### config.mk
export PLATFORM = sky130hd
export DESIGN_NAME = bus_sched_rr
export DESIGN_NICKNAME = d
export VERILOG_FILES = /design/src/rtl/bus_sched_rr.sv
export SDC_FILE = /design/constraint.sdc
export NUM_CORES = 1
export LEC_CHECK = 0
export CAP_MARGIN = 0
export CORE_MARGIN = 4
export CORE_UTILIZATION = 45
export DETAILED_ROUTE_END_ITERATION = 8
export PLACE_DENSITY = 0.66
export SLEW_MARGIN = 0
export SYNTH_ARGS = -nofsm -noshare
export SYNTH_HDL_FRONTEND = slang
export SYNTH_SLANG_ARGS = --single-unit
### constraint.sdc
create_clock -name clk -period 3.7 [get_ports clk]
set_input_delay 0.74 -clock clk [delete_from_list [all_inputs] [get_ports clk]]
set_output_delay 0.74 -clock clk [all_outputs]
set_load 0.05 [all_outputs]
### src/rtl/bus_sched_rr.sv
// rtl/bus_sched_rr.sv - round-robin bus scheduler with tenure limit and lock; optional grant parking via ARB_PARK_EN
module bus_sched_rr #(
  parameter int NREQ       = 4,
  parameter int MAX_TENURE = 16
) (
  input  logic            clk,
  input  logic            reset,
  input  logic [NREQ-1:0] req,
  input  logic [NREQ-1:0] lock,
  output logic [NREQ-1:0] grant,
  output logic [2:0]      grant_id,
  output logic            busy,
  output logic            preempt
);

  typedef enum logic [1:0] {
    S_IDLE  = 2'd0,
    S_GRANT = 2'd1,
    S_CLEAR = 2'd2
  } state_e;

  localparam logic [7:0] MAX_CNT = 8'(MAX_TENURE);

  state_e          state_q, state_d;
  logic [2:0]      owner_q, owner_d;
  logic [2:0]      ptr_q, ptr_d;
  logic [7:0]      cnt_q, cnt_d;
  logic [NREQ-1:0] grant_q, grant_d;
  logic [2:0]      grant_id_q, grant_id_d;
  logic            busy_q, busy_d;
  logic            preempt_q, preempt_d;

  // Requests and locks widened to 8 so a 3-bit index always selects a real bit.
  logic [7:0]      req8, lock8;
  logic            win_found;
  logic [2:0]      win_idx;
  logic            others_req;
  logic [2:0]      owner_nxt;
  logic            park_on;

  assign req8       = 8'(req);
  assign lock8      = 8'(lock);
  assign others_req = |(req8 & ~(8'd1 << owner_q));
  assign owner_nxt  = (owner_q == 3'(NREQ-1)) ? 3'd0 : owner_q + 3'd1;

  function automatic logic [NREQ-1:0] onehot(input logic [2:0] idx);
    return NREQ'(8'd1 << idx);
  endfunction

`ifdef ARB_PARK_EN
  logic park_vld_q, park_vld_d;

  assign park_vld_d = park_vld_q | (state_d == S_GRANT);
  assign park_on    = park_vld_q;

  // Parking becomes valid once the bus has had a first owner.
  always_ff @(posedge clk or posedge reset) begin
    if (reset) begin
      park_vld_q <= 1'b0;
    end else begin
      park_vld_q <= park_vld_d;
    end
  end
`else
  assign park_on = 1'b0;
`endif

  // Winner: first requester at or after ptr, wrapping at NREQ.
  always_comb begin
    logic [3:0] pos;
    win_found = 1'b0;
    win_idx   = '0;
    pos       = '0;
    for (int i = 0; i < NREQ; i++) begin
      pos = {1'b0, ptr_q} + 4'(i);
      if (pos >= 4'(NREQ)) pos = pos - 4'(NREQ);
      if (!win_found && req8[pos[2:0]]) begin
        win_found = 1'b1;
        win_idx   = pos[2:0];
      end
    end
  end

  // Next state, owner, pointer, tenure and the outputs registered from them.
  always_comb begin
    state_d   = state_q;
    owner_d   = owner_q;
    ptr_d     = ptr_q;
    cnt_d     = cnt_q;
    preempt_d = 1'b0;

    case (state_q)
      S_IDLE: begin
        if (park_on && req8[owner_q]) begin
          // Parked owner takes the bus back without a dead cycle.
          state_d = S_GRANT;
          cnt_d   = 8'd1;
        end else if (win_found) begin
          if (park_on) begin
            state_d = S_CLEAR;
          end else begin
            state_d = S_GRANT;
            owner_d = win_idx;
            cnt_d   = 8'd1;
          end
        end
      end
      S_GRANT: begin
        if (!req8[owner_q]) begin
          // Release wins over preemption in the same cycle.
          state_d = S_CLEAR;
          ptr_d   = owner_nxt;
        end else if (cnt_q == MAX_CNT && others_req && !lock8[owner_q]) begin
          state_d   = S_CLEAR;
          ptr_d     = owner_nxt;
          preempt_d = 1'b1;
        end else if (cnt_q != MAX_CNT) begin
          cnt_d = cnt_q + 8'd1;
        end
      end
      S_CLEAR: begin
        if (win_found) begin
          state_d = S_GRANT;
          owner_d = win_idx;
          cnt_d   = 8'd1;
        end else begin
          state_d = S_IDLE;
        end
      end
      default: begin
        state_d = S_IDLE;
      end
    endcase

    busy_d     = (state_d == S_GRANT);
    grant_d    = '0;
    grant_id_d = '0;
    if (state_d == S_GRANT || (state_d == S_IDLE && park_on)) begin
      grant_d    = onehot(owner_d);
      grant_id_d = owner_d;
    end
  end

  // State, owner, pointer, tenure counter and registered outputs.
  always_ff @(posedge clk or posedge reset) begin
    if (reset) begin
      state_q    <= S_IDLE;
      owner_q    <= '0;
      ptr_q      <= '0;
      cnt_q      <= '0;
      grant_q    <= '0;
      grant_id_q <= '0;
      busy_q     <= 1'b0;
      preempt_q  <= 1'b0;
    end else begin
      state_q    <= state_d;
      owner_q    <= owner_d;
      ptr_q      <= ptr_d;
      cnt_q      <= cnt_d;
      grant_q    <= grant_d;
      grant_id_q <= grant_id_d;
      busy_q     <= busy_d;
      preempt_q  <= preempt_d;
    end
  end

  assign grant    = grant_q;
  assign grant_id = grant_id_q;
  assign busy     = busy_q;
  assign preempt  = preempt_q;

endmodule

==> summary.md, run 1 <==
| Metric | Value |
|---|---|
| Count of maximum capacitance violations | `0` |
| Initial cell density of the core | `between 40% and 50%` |
| Total half-perimeter wirelength after legalization and detailed placement | `2483 um` |
| Final hold violation count | `0` |
| Seq/Total Area, Yosys | `36.71%` |
| Register-to-register setup slack | `between 700 and 800 ps` |
| Filler cell count | `334` |
| Final Non-Filler Cells | `~220` |
| Pwr dens | `778.0 nW/um2` |
| Sum of internal, switching and leakage power | `1.498 mW` |
| Post-route clock skew | `6.180 ps` |
| Max H-tree Level | `1` |
| Total number of vias | `1268` |
| Number of primary I/O pins | `19` |
| Wire length of the first global-routing pass | `5809 um` |
| Quantity of gates resized following cts | `0` |
| Count of buffers inserted at the top-level ports | `18` |
| Number of buffers and inverters on the critical path | `1` |
| Detailed-router iteration count before antenna repair | `4` |
| CP max FO | `12` |
| Setup CP Type | `register to register` |
| Critical path destination | `grant_id[1]$_DFF_PP0_` |
| CP Cell Sequence | `inv_1 > ha_1 > mux4_2 > nand2_1 > a31oi_1 > o21bai_1 > nor2b_1` |
| Overflow after GRT | `0` |
| Area growth from synthesis to layout | `13.00%` |
| Number of standard-cell rows in the floorplan | `22` |
| Overall Global Routing Usage | `14.47%` |
| Critical Path Stages | `7` |
| Pin count of the biggest net entering global routing | `26` |
| Status | `completed` |
| Worst-Margin Slew | `approximately 1000 ps` |
| Arrival time worst endpoint | `3180 ps` |
| Gpl congestion | `0.8763` |
| Leak | `0.8352 nW` |
| End of the worst register-to-register path | `grant_id[1]$_DFF_PP0_` |
| Worst Reg-to-Reg Cells | `7` |
| WL/cell | `14.74 um` |
| Post-synth design cell area | `between 1500 and 2000 um2` |
| Die Y | `about 70 um` |
| Most common cell after layout, fill and taps aside | `sky130_fd_sc_hd__dfrtp_1` |
| Via count of the first global-routing pass | `1200` |
| Sum Neg Setup Slack | `0 ps` |
| Library cells used by synthesis | `49` |
| CTS tree | `yes` |
| Synth Warn # | `0` |
| Post-synthesis instance total | `163` |
| Top_reg_cell synth | `sky130_fd_sc_hd__dfrtp_1` |
| Number of clock sinks seen by CTS | `25` |
| Most frequent cells in the layout | `25 x sky130_fd_sc_hd__dfrtp_1, 18 x sky130_fd_sc_hd__clkdlybuf4s50_1, 15 x sky130_fd_sc_hd__nor2_1` |
| Maximum vdd drop | `0.2933 mV` |
| Post-layout minimum cycle time | `2973 ps` |
| Post-CTS Hold Fix Bufs | `0` |
| Launching point of the worst reg2reg path | `ptr_q[1]$_DFFE_PP0P_` |
| Floorplan die area | `4836 um2` |
| Count of final max-slew check failures | `0` |
| Total setup violations reported at the end of the flow | `0` |
| Number of diodes added for antenna fixing | `0` |
| Clock transition at the registers of the reported paths | `90 ps` |
| CTS Buf Count | `3` |
| Remaining antenna violation count | `0` |
| Share of the clock period used by the worst path | `80.35%` |
| Die X | `69.54 um` |
| Starting DRT DRC Count | `~100` |
| Total wire length | `approximately 3300 um` |
| Count of flip-flops with a built-in enable after synthesis | `0` |
| Crit end category | `register` |
| Mapped Nets | `181` |
| Crit start category | `register` |
| RSZ-0062 raised after global routing | `no` |
| Clock insertion delay at the later pin of the skew report | `around 270 ps` |
| Family with the most delay on the worst path | `compound AO/OA/AOI/OAI gates` |
| Number of antenna violations at the first check in global routing | `0` |
| Count of nets after finishing | `194` |
| CP required | `approximately 3900 ps` |
| Mean post-synth cell area | `10.45 um2` |
| Cell with the largest stage delay on the worst path | `sky130_fd_sc_hd__a31oi_1` |
| Worst hold path startpoint | `cnt_q[0]$_DFFE_PP0P_` |
| Number of vias per cell after detailed routing | `5.686` |
| Number of setup buffers added after CTS | `0` |
| Maximum clock rate | `336.4 MHz` |
| Post-route DRC | `0` |
| Relative max-transition margin | `30.14%` |
| Number of cells after detailed placement | `219` |
| Core Area | `3661 um2` |
| Setup crit start | `ptr_q[1]$_DFFE_PP0P_` |
| CTS Root Cell | `sky130_fd_sc_hd__clkbuf_8` |
| Ratio of cells with drive above 1 in the final layout | `between 10% and 20%` |
| Post-synthesis sequential element count | `25` |
| Largest buffer count on any clock path | `2` |
| Delay of the slowest cell on the worst path | `~850 ps` |
| Min-Delay Path Class | `register to register` |
| Async set-or-reset flop fraction in the synthesized netlist | `between 90% and 100%` |
[how the worst min path moves through the flow]
stage / to / slack [ps] / depth (start not counted)
floorplan: cnt_q[6]$_DFFE_PP0P_ / 520 / 2
global placement: cnt_q[0]$_DFFE_PP0P_ / 550 / 2
detailed placement: cnt_q[0]$_DFFE_PP0P_ / 550 / 2
CTS: cnt_q[0]$_DFFE_PP0P_ / 570 / 2
global route: cnt_q[7]$_DFFE_PP0P_ / 600 / 2
finish: cnt_q[0]$_DFFE_PP0P_ / 570 / 2
[layout make-up]
cell class | count | area (um2) | share of cell area, %
flip-flops and latches | 25 | 625.6 | 32.49
clock buffers | 3 | 41.29 | 2.144
multi-input cells | 116 | 962.2 | 49.97
well taps | 48 | 60.06 | 3.119
clock inverters | 1 | 7.507 | 0.3899
inverters | 11 | 41.29 | 2.144
repair buffers | 19 | 187.7 | 9.747
[worst register-to-register path: stages (launching register included)]
cell and delay (ps):
sky130_fd_sc_hd__dfrtp_1 570, sky130_fd_sc_hd__inv_1 180, sky130_fd_sc_hd__ha_1 430, sky130_fd_sc_hd__mux4_2 420
sky130_fd_sc_hd__nand2_1 90, sky130_fd_sc_hd__a31oi_1 850, sky130_fd_sc_hd__o21bai_1 240, sky130_fd_sc_hd__nor2b_1 140
[kinds of logic (layout without fill, tap and decap cells)]
logic type	after synthesis	in the layout	synth area share, %
adders and majority gates	8	8	5.874
AOI/OAI and AO/OA	34	34	17.77
and+or+nand+nor	52	52	16.08
buffers and inverters	22	34	6.828
other	1	1	0.2201
muxes	15	15	13.44
DFF	25	25	36.71
xor gates and xnor gates	6	6	3.084
[power by group]
part | switching, mW | leakage (nW) | total [mW] | internal [mW]
Combinational | 0.515 | 0.492 | 0.907 | 0.391
Sequential | 0.0813 | 0.322 | 0.430 | 0.348
Clock | 0.0856 | 0.0217 | 0.162 | 0.0762
[synthesized netlist by cell type (4+ instances only)]
master / n / area (um2)
sky130_fd_sc_hd__nand2_1: 5 / 18.77
sky130_fd_sc_hd__buf_2: 4 / 20.02
sky130_fd_sc_hd__a21oi_1: 5 / 25.02
sky130_fd_sc_hd__nor2_1: 15 / 56.30
sky130_fd_sc_hd__ha_1: 8 / 100.1
sky130_fd_sc_hd__dfrtp_1: 25 / 625.6
sky130_fd_sc_hd__inv_1: 11 / 41.29
sky130_fd_sc_hd__nand2b_1: 6 / 37.54
sky130_fd_sc_hd__and2_1: 4 / 25.02
sky130_fd_sc_hd__xor2_1: 5 / 43.79
sky130_fd_sc_hd__nand4_1: 4 / 25.02
sky130_fd_sc_hd__mux2_2: 7 / 78.83
sky130_fd_sc_hd__nand3_1: 6 / 30.03
[per-stage QoR]
stage	setup slack, ps	area, um2	utilization, %	hold slack, ps
after floorplan	1171	1704	-	517.1
after global placement	645.4	1877	51.26	548.0
after detailed placement	521.8	1877	51.26	545.0
after CTS	725.2	1926	52.60	572.2
after global routing	392.6	1926	52.60	601.9
final	727.2	1926	52.60	566.0
[sequential cells by signal, summed over array words and instances, names as in the netlist]
signal and cells:
owner_q 3, preempt 1, grant 4, cnt_q 8, ptr_q 3, busy 1
grant_id 3, state_q 2
[routing by layer]
layer / track usage [%] / share of wire [%]
met5: 0 / 0
met2: 22.14 / 47
met1: 21.10 / 48
met4: 3.037 / 0.58
met3: 3.043 / 5.1
Note: power is estimated with default switching activity, not from simulation.
==> inputs of run 2 (changes only) <==
--- a/config.mk
+++ b/config.mk
@@ -9,7 +9,7 @@
 export CORE_MARGIN = 4
 export CORE_UTILIZATION = 45
 export DETAILED_ROUTE_END_ITERATION = 8
-export PLACE_DENSITY = 0.66
+export PLACE_DENSITY = 0.69
 export SLEW_MARGIN = 0
 export SYNTH_ARGS = -nofsm -noshare
 export SYNTH_HDL_FRONTEND = slang
==> constraint.sdc (replaced) <==
create_clock -name clk -period 2.7 [get_ports clk]
set_input_delay 0.54 -clock clk [delete_from_list [all_inputs] [get_ports clk]]
set_output_delay 0.54 -clock clk [all_outputs]
set_load 0.05 [all_outputs]
==> run 2 against run 1 <==
Count of clock-buffer cells in the layout stayed put; hold slack better by 11 ps; non-clock buffer count is 8 higher; combinational power is 49% higher; largest power group unchanged; cell count is 3.6% higher; clock power is 38% higher; sequential power is 33% higher; critical path depth is 1 lower.
==> summary.md, run 2 (synthesized netlist as in run 1, its figures left out) <==
| Metric | Value |
|---|---|
| Status | `completed` |
| Die X | `69.54 um` |
| Family with the most delay on the worst path | `compound AO/OA/AOI/OAI gates` |
| Clock insertion delay at the later pin of the skew report | `270 ps` |
| Register-to-register setup slack | `around 450 ps` |
| Delay of the slowest cell on the worst path | `540 ps` |
| CTS Buf Count | `3` |
| Launching point of the worst reg2reg path | `ptr_q[1]$_DFFE_PP0P_` |
| Area taken by flip-flops and latches | `625.6 um2` |
| Number of buffers and inverters on the critical path | `2` |
| Total setup violations reported at the end of the flow | `0` |
| Post-route DRC | `0` |
| Most common cell after layout, fill and taps aside | `sky130_fd_sc_hd__dfrtp_1` |
| RSZ-0062 raised after global routing | `no` |
| Post-route clock skew | `roughly 1.2 ps` |
| Pwr dens | `1070 nW/um2` |
| Arrival time worst endpoint | `about 2600 ps` |
| Filler cell count | `342` |
| Non-Filler Cell Area, Final | `1998 um2` |
| Crit end category | `register` |
| Remaining antenna violation count | `0` |
| CP Cell Sequence | `clkdlybuf4s50_1 > mux4_2 > a221oi_1 > a31oi_1 > buf_12 > o31ai_1` |
| Crit start category | `input pin` |
| CP required | `2870 ps` |
| Max H-tree Level | `1` |
| Overflow after GRT | `0` |
| Number of vias per cell after detailed routing | `5.662` |
| Largest buffer count on any clock path | `2` |
| Ratio of cells with drive above 1 in the final layout | `16.94%` |
| Cell with the largest stage delay on the worst path | `sky130_fd_sc_hd__clkdlybuf4s50_1` |
| Count of nets after finishing | `202` |
| Number of clock sinks seen by CTS | `25` |
| Sum Neg Setup Slack | `0 ps` |
| Detailed-router iteration count before antenna repair | `4` |
| Starting DRT DRC Count | `59` |
| Quantity of gates resized following cts | `0` |
| Number of primary I/O pins | `19` |
| Core utilization of the finished layout | `54.58%` |
| Count of maximum capacitance violations | `0` |
| Number of setup buffers added after CTS | `0` |
| Worst-Margin Slew | `500.4 ps` |
| Critical path destination | `cnt_q[1]$_DFFE_PP0P_` |
| Relative max-transition margin | `66.54%` |
| Number of antenna violations at the first check in global routing | `0` |
| Most frequent cells in the layout | `25 x sky130_fd_sc_hd__dfrtp_1, 18 x sky130_fd_sc_hd__clkdlybuf4s50_1, 15 x sky130_fd_sc_hd__nor2_1` |
| Clock transition at the registers of the reported paths | `approximately 90 ps` |
| End of the worst register-to-register path | `cnt_q[1]$_DFFE_PP0P_` |
| Floorplan die area | `4836 um2` |
| Die Y | `69.54 um` |
| Count of final max-slew check failures | `0` |
| CTS Root Cell | `sky130_fd_sc_hd__clkbuf_8` |
| Core Area | `between 3000 and 4000 um2` |
| Largest register FFs | `8` |
| Number of diodes added for antenna fixing | `0` |
| Gpl congestion | `0.8540` |
| Pin count of the biggest net entering global routing | `26` |
| Total half-perimeter wirelength after legalization and detailed placement | `about 2800 um` |
| Worst Reg-to-Reg Cells | `7` |
| Maximum vdd drop | `0.4055 mV` |
| Post-layout minimum cycle time | `2378 ps` |
| Overall Global Routing Usage | `~15%` |
| Min-Delay Path Class | `register to register` |
| Count of buffers inserted at the top-level ports | `18` |
| Total wire length | `3505 um` |
| Largest register by flop count | `cnt_q` |
| Multi-input gate area in the final layout | `962.2 um2` |
| CTS tree | `yes` |
| Initial cell density of the core | `46.55%` |
| Final hold violation count | `0` |
| Post-CTS Hold Fix Bufs | `0` |
| Post-place instance area | `1949 um2` |
| Critical Path Stages | `6` |
| Share of the clock period used by the worst path | `88.06%` |
| Wire length of the first global-routing pass | `6189 um` |
| Area growth from synthesis to layout | `17.25%` |
| Number of standard-cell rows in the floorplan | `22` |
| Leak | `0.8780 nW` |
| Setup crit start | `req[1]` |
| WL/cell | `15.17 um` |
| CP max FO | `10` |
| Via count of the first global-routing pass | `1315` |
| Total number of vias | `between 1000 and 1500` |
| Setup CP Type | `input pin to register` |
| Maximum clock rate | `about 420 MHz` |
[run 2: metrics by stage]
stage	power [mW]	setup WS (ps)	hold slack (ps)	std cells
2_1_floorplan	1.600	171.4	517.1	163
3_5_place_dp	1.920	48.20	556.4	227
3_3_place_gp	1.900	112.0	546.0	227
6_report	2.139	322.3	577.4	231
5_1_grt	2.308	229.2	608.7	231
4_1_cts	2.153	330.1	580.1	231
[run 2: worst min path at each step]
stage	slack, ps	depth (start not counted)	start	to
after floorplan	520	2	cnt_q[6]$_DFFE_PP0P_	cnt_q[6]$_DFFE_PP0P_
after global placement	550	2	cnt_q[0]$_DFFE_PP0P_	cnt_q[0]$_DFFE_PP0P_
after detailed placement	560	2	cnt_q[7]$_DFFE_PP0P_	cnt_q[7]$_DFFE_PP0P_
after CTS	580	2	cnt_q[4]$_DFFE_PP0P_	cnt_q[4]$_DFFE_PP0P_
after global routing	610	2	cnt_q[7]$_DFFE_PP0P_	cnt_q[7]$_DFFE_PP0P_
final	580	2	cnt_q[4]$_DFFE_PP0P_	cnt_q[4]$_DFFE_PP0P_
[run 2: worst min-delay path: stages, from the launching register on]
cell                      delay [ps]
sky130_fd_sc_hd__dfrtp_1         380
sky130_fd_sc_hd__xor2_1           80
sky130_fd_sc_hd__nor2_1           80
[run 2: layout make-up]
class	count	share of cell area, %
clock buffers	3	2.066
clock inverters	1	0.3757
inverters	11	2.066
multi-input cells	116	48.15
flip-flops and latches	25	31.31
well taps	48	3.006
repair buffers	27	13.02
[run 2: layer usage]
metal	global-route usage [%]	part of all wire [%]	vias to the layer above	wire, um
li1	-	-	632	-
met1	21.42	46	638	1622
met2	24.58	48	34	1672
met3	3.478	5.0	4	177
met4	3.905	0.91	0	32
met5	0	0	-	0
[run 2: power breakdown]
part	internal [mW]	total (mW)	switching (mW)	leakage (nW)
combinational	0.602	1.35	0.743	0.534
clock	0.105	0.223	0.119	0.0217
sequential	0.478	0.570	0.0923	0.322
total	1.18	2.14	0.954	0.878
==> inputs of run 3 (changes only) <==
--- a/config.mk
+++ b/config.mk
@@ -10,6 +10,7 @@
 export CORE_UTILIZATION = 45
 export DETAILED_ROUTE_END_ITERATION = 8
 export PLACE_DENSITY = 0.69
+export RECOVER_POWER = 100
 export SLEW_MARGIN = 0
 export SYNTH_ARGS = -nofsm -noshare
 export SYNTH_HDL_FRONTEND = slang
==> run 3 against run 2 <==
Clock power about the same; clock skew increased by 0.55 ps; count of clock-buffer cells in the layout unchanged; via count about the same; routed wire length grew 0.31%; non-clock buffer count unchanged; final area down 0.69%; combinational power is 3% lower; setup slack worse by 120 ps; sequential cell count stayed put; global-route usage stayed put; largest cell class unchanged.
==> summary.md, run 3 (synthesized netlist as in run 1, its figures left out) <==
| Metric | Value |
|---|---|
| Largest register FFs | `8` |
| Maximum clock rate | `between 400 and 500 MHz` |
| Relative max-transition margin | `13.96%` |
| Die Y | `69.54 um` |
| Post-route DRC | `0` |
| Number of cells after detailed placement | `roughly 230` |
| Post-CTS Hold Fix Bufs | `0` |
| Max H-tree Level | `1` |
| Starting DRT DRC Count | `61` |
| Sum of internal, switching and leakage power | `between 2 and 2.5 mW` |
| Status | `completed` |
| Clock transition at the registers of the reported paths | `90 ps` |
| Die X | `69.54 um` |
| RSZ-0062 raised after global routing | `no` |
| Leak | `slightly below 0.9 nW` |
| Pin count of the biggest net entering global routing | `26` |
| CTS Root Cell | `sky130_fd_sc_hd__clkbuf_8` |
| Wire length of the first global-routing pass | `6189 um` |
| Setup crit start | `req[0]` |
| Number of vias per cell after detailed routing | `around 5.7` |
| Number of setup buffers added after CTS | `0` |
| Total half-perimeter wirelength after legalization and detailed placement | `2761 um` |
| Final Non-Filler Cells | `231` |
| Number of standard-cell rows in the floorplan | `22` |
| Pwr dens | `roughly 1100 nW/um2` |
| Most common cell after layout, fill and taps aside | `sky130_fd_sc_hd__dfrtp_1` |
| Count of nets after finishing | `202` |
| Worst hold path startpoint | `cnt_q[4]$_DFFE_PP0P_` |
| Area growth from synthesis to layout | `16.45%` |
| Overall Global Routing Usage | `15.49%` |
| Clock insertion delay at the later pin of the skew report | `270 ps` |
| Worst-Margin Slew | `approximately 1300 ps` |
| Min-Delay Path Class | `register to register` |
| Crit end category | `register` |
| WL/cell | `15.22 um` |
| Post-layout minimum cycle time | `2497 ps` |
| Launching point of the worst reg2reg path | `ptr_q[1]$_DFFE_PP0P_` |
| Count of final max-slew check failures | `0` |
| Overflow after GRT | `0` |
| Non-Filler Cell Area, Final | `1984 um2` |
| Count of maximum capacitance violations | `0` |
| Hold WS | `approximately 580 ps` |
| Largest buffer count on any clock path | `2` |
| Total wire length | `3516 um` |
| Number of diodes added for antenna fixing | `0` |
| Crit start category | `input pin` |
| Core utilization of the finished layout | `between 50% and 60%` |
| Count of buffers inserted at the top-level ports | `18` |
| Quantity of gates resized following cts | `0` |
| Most frequent cells in the layout | `25 x sky130_fd_sc_hd__dfrtp_1, 15 x sky130_fd_sc_hd__nor2_1, 11 x sky130_fd_sc_hd__inv_1, 11 x sky130_fd_sc_hd__dlygate4sd3_1, 8 x sky130_fd_sc_hd__ha_1` |
| Largest register by flop count | `cnt_q` |
| Post-route clock skew | `about 1.7 ps` |
| Share of the clock period used by the worst path | `92.48%` |
| Number of antenna violations at the first check in global routing | `0` |
| Maximum vdd drop | `a little over 0.4 mV` |
| Detailed-router iteration count before antenna repair | `4` |
| Total setup violations reported at the end of the flow | `0` |
| Arrival time worst endpoint | `2660 ps` |
| Final hold violation count | `0` |
| Sum Neg Setup Slack | `0 ps` |
| Core Area | `roughly 3700 um2` |
| Total number of vias | `roughly 1300` |
| Floorplan die area | `4836 um2` |
| Remaining antenna violation count | `0` |
| Initial cell density of the core | `46.55%` |
| Ratio of cells with drive above 1 in the final layout | `~16%` |
| Setup CP Type | `input pin to register` |
| CTS tree | `yes` |
| Number of primary I/O pins | `19` |
| Minimum setup slack in the final design | `203.1 ps` |
| CTS Buf Count | `3` |
| CP max FO | `7` |
| Post-place instance area | `1949 um2` |
| CP required | `2860 ps` |
| Number of clock sinks seen by CTS | `25` |
| Via count of the first global-routing pass | `around 1300` |
| Gpl congestion | `0.8540` |
| Setup slack after placement | `48.20 ps` |
-- run 3: area by class of cell --
type	instances	area, um2
Sequential cell	25	625.6
Clock inverter	1	7.507
Fill cell	345	1677
Tap cell	48	60.06
Clock buffer	3	41.29
Timing Repair Buffer	27	256.5
Multi-Input combinational cell	116	952.2
Inverter	11	41.29
-- run 3: worst max-delay path, stage by stage --
cell                            delay (ps)
sky130_fd_sc_hd__dlygate4sd3_1         630
sky130_fd_sc_hd__mux4_2                500
sky130_fd_sc_hd__a221o_1               320
sky130_fd_sc_hd__o32ai_2               240
sky130_fd_sc_hd__a21o_2                210
sky130_fd_sc_hd__o2bb2a_1              220
-- run 3: final timing paths --
check,endpoint,slack (ps),cells after the start
worst max-delay path,grant[0]$_DFF_PP0_,200,6
worst min-delay path,cnt_q[4]$_DFFE_PP0P_,580,2
worst max register to register,cnt_q[1]$_DFFE_PP0P_,460,7
worst min register to register,cnt_q[4]$_DFFE_PP0P_,580,2
max in group asynchronous,cnt_q[1]$_DFFE_PP0P_,820,3
min in group asynchronous,preempt$_DFF_PP0_,1130,3
-- run 3: where the power goes --
| group | total, mW | internal (mW) | switching [mW] | leakage (nW) |
|---|---|---|---|---|
| clock network | 0.226 | 0.105 | 0.121 | 0.0217 |
| logic | 1.31 | 0.573 | 0.737 | 0.547 |
| registers | 0.567 | 0.477 | 0.0900 | 0.322 |
| total | 2.10 | 1.15 | 0.948 | 0.891 |
-- run 3: layer usage --
layer	wire length [um]	global-route usage (%)	vias up	share of wire (%)
met5	0	0	-	0
met4	37	3.905	0	1.1
met3	190	3.478	5	5.4
met2	1668	24.58	33	47
met1	1620	21.42	640	46
li1	-	-	631	-
